==> config.mk <==
export PLATFORM = sky130hd
export DESIGN_NAME = ffd_posneg_flat
export DESIGN_NICKNAME = d
export VERILOG_FILES = /design/src/rtl/ffd_pkg.sv /design/src/rtl/ffd_posneg_if.sv /design/src/rtl/ffd_edge_reg.sv /design/src/rtl/ffd_posneg.sv /design/src/flat_wrapper.sv
export SDC_FILE = /design/constraint.sdc
export NUM_CORES = 1
export LEC_CHECK = 0
export BUFFER_PORTS_ARGS = -buffer_cell sky130_fd_sc_hd__buf_2
export CAP_MARGIN = 10
export CORE_AREA = 10 10 47 49
export CTS_BUF_LIST = sky130_fd_sc_hd__clkbuf_4 sky130_fd_sc_hd__clkbuf_8
export DETAILED_ROUTE_END_ITERATION = 8
export DIE_AREA = 0 0 57 59
export PLACE_DENSITY = 0.42
export REMOVE_ABC_BUFFERS = 1
export SYNTH_ARGS = -nofsm -noshare
export SYNTH_HDL_FRONTEND = slang
export SYNTH_SLANG_ARGS = --single-unit
export TNS_END_PERCENT = 100
==> constraint.sdc <==
create_clock -name clk -period 1.1 [get_ports clk]
set_clock_uncertainty 0.2 [all_clocks]
set_input_delay 0.11 -clock clk [delete_from_list [all_inputs] [get_ports clk]]
set_output_delay 0.11 -clock clk [all_outputs]
set_load 0.1 [all_outputs]
==> src/rtl/ffd_pkg.sv <==
// rtl/ffd_pkg.sv - shared edge-mode encodings and defaults for the ffd_posneg register
package ffd_pkg;

  localparam int DEFAULT_LEN = 8;

  localparam int EDGE_POS  = 0;
  localparam int EDGE_NEG  = 1;
  localparam int EDGE_BOTH = 2;

  typedef enum logic [1:0] {
    EM_POS  = 2'd0,
    EM_NEG  = 2'd1,
    EM_BOTH = 2'd2
  } edge_mode_e;

  function automatic bit edge_mode_valid(input int mode);
    return (mode == EDGE_POS) || (mode == EDGE_NEG) || (mode == EDGE_BOTH);
  endfunction

endpackage

==> src/rtl/ffd_posneg_if.sv <==
// rtl/ffd_posneg_if.sv - data in/out bundle between a producer and the ffd_posneg register
interface ffd_posneg_if #(
  parameter int LEN = 8
);

  logic [LEN-1:0] datain;
  logic [LEN-1:0] dataout;

  modport master (
    output datain,
    input  dataout
  );

  modport slave (
    input  datain,
    output dataout
  );

endinterface

==> src/rtl/ffd_edge_reg.sv <==
// rtl/ffd_edge_reg.sv - single-edge LEN-bit register, sync active-low clear, XOR mix term
// The stored value is (clr ? d : 0) ^ mix; mix is zero for a plain register.
module ffd_edge_reg #(
  parameter int LEN = 8,
  parameter bit NEG = 1'b0
) (
  input  logic           clk_i,
  input  logic           clr_ni,
  input  logic [LEN-1:0] d_i,
  input  logic [LEN-1:0] mix_i,
  output logic [LEN-1:0] q_o
);

  logic [LEN-1:0] q_d;
  logic [LEN-1:0] q_q;

  // Clearing stores the mix term so that an XOR pair reads back zero.
  always_comb begin
    q_d = (clr_ni ? d_i : {LEN{1'b0}}) ^ mix_i;
  end

  if (NEG) begin : g_neg
    always_ff @(negedge clk_i) begin
      q_q <= q_d;
    end
  end else begin : g_pos
    always_ff @(posedge clk_i) begin
      q_q <= q_d;
    end
  end

  assign q_o = q_q;

endmodule

==> src/rtl/ffd_posneg.sv <==
// rtl/ffd_posneg.sv - LEN-bit D register capturing on rising, falling or both clock edges
module ffd_posneg
  import ffd_pkg::*;
#(
  parameter int LEN       = DEFAULT_LEN,
  parameter int EDGE_MODE = EDGE_NEG
) (
  input  logic         clk,
  input  logic         clr,
  ffd_posneg_if.slave  bus
);

  logic [LEN-1:0] zero_mix;
  assign zero_mix = {LEN{1'b0}};

  if (EDGE_MODE == EDGE_POS || EDGE_MODE == EDGE_NEG) begin : g_single
    logic [LEN-1:0] q;

    ffd_edge_reg #(
      .LEN (LEN),
      .NEG (EDGE_MODE == EDGE_NEG)
    ) u_reg (
      .clk_i  (clk),
      .clr_ni (clr),
      .d_i    (bus.datain),
      .mix_i  (zero_mix),
      .q_o    (q)
    );

    assign bus.dataout = q;
  end else if (EDGE_MODE == EDGE_BOTH) begin : g_dual
    // p ^ n always equals the value sampled at the latest edge of either polarity.
    logic [LEN-1:0] p_q;
    logic [LEN-1:0] n_q;

    ffd_edge_reg #(
      .LEN (LEN),
      .NEG (1'b0)
    ) u_pos (
      .clk_i  (clk),
      .clr_ni (clr),
      .d_i    (bus.datain),
      .mix_i  (n_q),
      .q_o    (p_q)
    );

    ffd_edge_reg #(
      .LEN (LEN),
      .NEG (1'b1)
    ) u_neg (
      .clk_i  (clk),
      .clr_ni (clr),
      .d_i    (bus.datain),
      .mix_i  (p_q),
      .q_o    (n_q)
    );

    assign bus.dataout = p_q ^ n_q;
  end else begin : g_bad
    $error("ffd_posneg: EDGE_MODE must be 0, 1 or 2");
    assign bus.dataout = zero_mix;
  end

endmodule

==> src/flat_wrapper.sv <==
// flat-port wrapper written by rule: the top's interface ports become plain ports
module ffd_posneg_flat import ffd_pkg::*;
#(
  parameter int LEN       = DEFAULT_LEN,
  parameter int EDGE_MODE = EDGE_NEG
)
  (clk, clr, bus_datain, bus_dataout);
  ffd_posneg_if #(.LEN(LEN)) bus_i ();
  input  logic clk;
  input  logic clr;
  input wire logic [$bits(bus_i.datain)-1:0] bus_datain;
  output wire logic [$bits(bus_i.dataout)-1:0] bus_dataout;
  assign bus_i.datain = bus_datain;
  assign bus_dataout = bus_i.dataout;
  ffd_posneg #(.LEN(LEN), .EDGE_MODE(EDGE_MODE)) u_core (.clk(clk), .clr(clr), .bus(bus_i));
endmodule
* After elaboration in Yosys (flattened, before gate mapping)
Index checks and enable logic that the tools add are counted.
** Word-level totals
- Register bits after elaboration :: 8
- Input port bits :: 10
- Output and inout bits :: 8
- Word-level logic and storage cells :: 1

* Logic depth before layout (Yosys ltp)
- Word-level depth :: 0
- Depth in mapped cells :: 1
- Gate-level depth less buffers :: 1

* By module
Synthesis repeated with hierarchy kept, for this count alone.
** Unflattened totals
- Cell total of the unflattened synthesis :: 27
- Area, all modules :: 272.8 µm²
** Modules (own cells, without submodules)
- ffd_edge_reg :: instances 1, cells each 26, area each 269.0 µm², seq. area each 160.2 µm²
- ffd_posneg :: instances 1, cells each 1, area each 3.8 µm², seq. area each 0.0 µm²

==> flow_metrics.env <==
export IMPL_ant_nets=0
export IMPL_holdWs_ns=0.354
export IMPL_synth_warnings=0
export IMPL_synthCells=17
export IMPL_hold_viol=0
export IMPL_slowest_stage="dfxtp_2"
export IMPL_h_tree_depth=1
export IMPL_path_buf_inv=1
export IMPL_routabilityCongestion=0.571
export IMPL_dr_pass1_iters=2
export IMPL_crit_type="flip-flop to primary output"
export IMPL_coreArea_um2=1400
export IMPL_violations="setup timing"
export IMPL_netlist_area_um2=214
export IMPL_dieArea_um2=3360
export IMPL_viasPerCell=3.60
export IMPL_final_nets=56
export IMPL_critPathArrivalTime_ns=1.36
export IMPL_antenna_cells_inserted=0
export IMPL_largest_register_ffs=8
export IMPL_rsz0062_at_grt="true"
export IMPL_gr_total_overflow=0
export IMPL_die_y_um=59
export IMPL_grt_max_degree=9
export IMPL_slowest_delay_ns=0.33
export IMPL_status="complete, but fails checks"
export IMPL_layout_cells_non_filler=60
export IMPL_start_util=0.153
export IMPL_area_delta_synth_final_pct=133
export IMPL_dp_cells=50
export IMPL_ir_worst_vdd_mv=0.646
export IMPL_cts_buffer_depth=2
export IMPL_setup_tns_ns=-4.52
export IMPL_drc=0
export IMPL_tritoncts="yes"
export IMPL_vias=216
export IMPL_cp_end_kind="primary output"
export IMPL_startpoint_type="flip-flop"
export IMPL_postCtsSetupBuffers=0
export IMPL_drive_above_1_share=0.636
export IMPL_worstPathCellList="buf_12"
export IMPL_setup_viol=8
export IMPL_tightestPinTransition_ns=0.102
export IMPL_root_buffer="clkbuf_4"
export IMPL_cp_top_family="flip-flops"
export IMPL_cts_buffers=3
export IMPL_power_density_nw_per_um2=1720
export IMPL_io_pins=18
export IMPL_ys_seq_elements=8
export IMPL_grt_use_total=0.0397
export IMPL_drt_wl_total_um=597
export IMPL_grt_pass1_vias=264
export IMPL_hold_path_depth=2
export IMPL_p_leak_nw=0.252
export IMPL_cp_max_fo=1
export IMPL_slew_viol_final=0
export IMPL_clkTransAtPathRegs_ns=0.03
export IMPL_avgSynthCellArea_um2=12.6
export IMPL_antenna_found_initial=0
export IMPL_grt_pass1_wl_um=959
export IMPL_row_count=14
export IMPL_fin_ws_ns=-0.568
export IMPL_cp_depth=1
export IMPL_required_ns=0.79
export IMPL_hp_class="input port to flip-flop"
export IMPL_die_width_um=57
export IMPL_ys_types=3
export IMPL_first_iter_violations=1
export IMPL_cts_num_sinks=8
export IMPL_cap_violations=0
export IMPL_dp_slack_ns=-0.283
export IMPL_wire_per_inst_um=9.95
export IMPL_port_buffers=17
export IMPL_slew_headroom=0.932
export IMPL_ys_seq_area_frac=0.749
## per-stage QoR
stage / utilization / total power [mW] / cell area (µm²)
2_1_floorplan: - / 0.489 / 214
3_3_place_gp: 0.313 / 0.580 / 439
3_5_place_dp: 0.313 / 0.581 / 439
4_1_cts: 0.355 / 0.887 / 498
5_1_grt: 0.355 / 0.923 / 498
6_report: 0.355 / 0.854 / 498
## path summary, 6_finish.rpt
kind,startpoint,endpoint,slack [ns]
max,u_core.g_single.u_reg.q_o[0],bus_dataout[0],-0.57
min,bus_datain[7],u_core.g_single.u_reg.q_o[7],0.35
## layer usage
| metal | global-route usage | up-vias | part of all wire |
|---|---|---|---|
| met3 | 0.0558 | 2 | 0.21 |
| met1 | 0.0201 | 94 | 0.29 |
| met2 | 0.0527 | 15 | 0.49 |
| met5 | 0 | - | 0 |
| li1 | - | 105 | - |
| met4 | 0.0503 | 0 | 0.010 |
## timing repair
item	4_1_cts	5_1_grt
setup endpoints to repair	8	8
pin swaps	0	0
cloned	0	0
gates resized for setup	8	0
hold buffers	0	0
## cell families (layout without fill, tap and decap cells)
| family | count (synthesis) | count (layout) | synth area share |
|---|---|---|---|
| buffers and inverters | 1 | 28 | 0.0175 |
| flip-flops | 8 | 8 | 0.749 |
| AND/OR/NAND/NOR | 8 | 8 | 0.234 |
## cells in the mapped netlist
library cell,instances,share of area
inv_1,1,0.018
and2_1,8,0.23
dfxtp_1,8,0.75
## report_power, final
group          switching (mW)  internal, mW  total, mW
clock network           0.162         0.164      0.326
registers              0.0121         0.312      0.324
logic                   0.128        0.0765      0.205
## cells in the final DEF (no fill, tap or decap)
cell type / Yosys / layout
and2_1: 8 / 8
buf_12: 0 / 8
buf_2: 0 / 9
clkbuf_4: 0 / 3
dfxtp_2: 0 / 8
inv_1: 1 / 8
## final cells by class
type	instances	area [µm²]
clock buffers	3	22.5
clock inverters	8	30.0
fillers	151	903
multi-input cells	8	50.0
flip-flops and latches	8	170
well taps	16	20.0
repair buffers	17	205
Note: power is estimated with default switching activity, not from simulation.
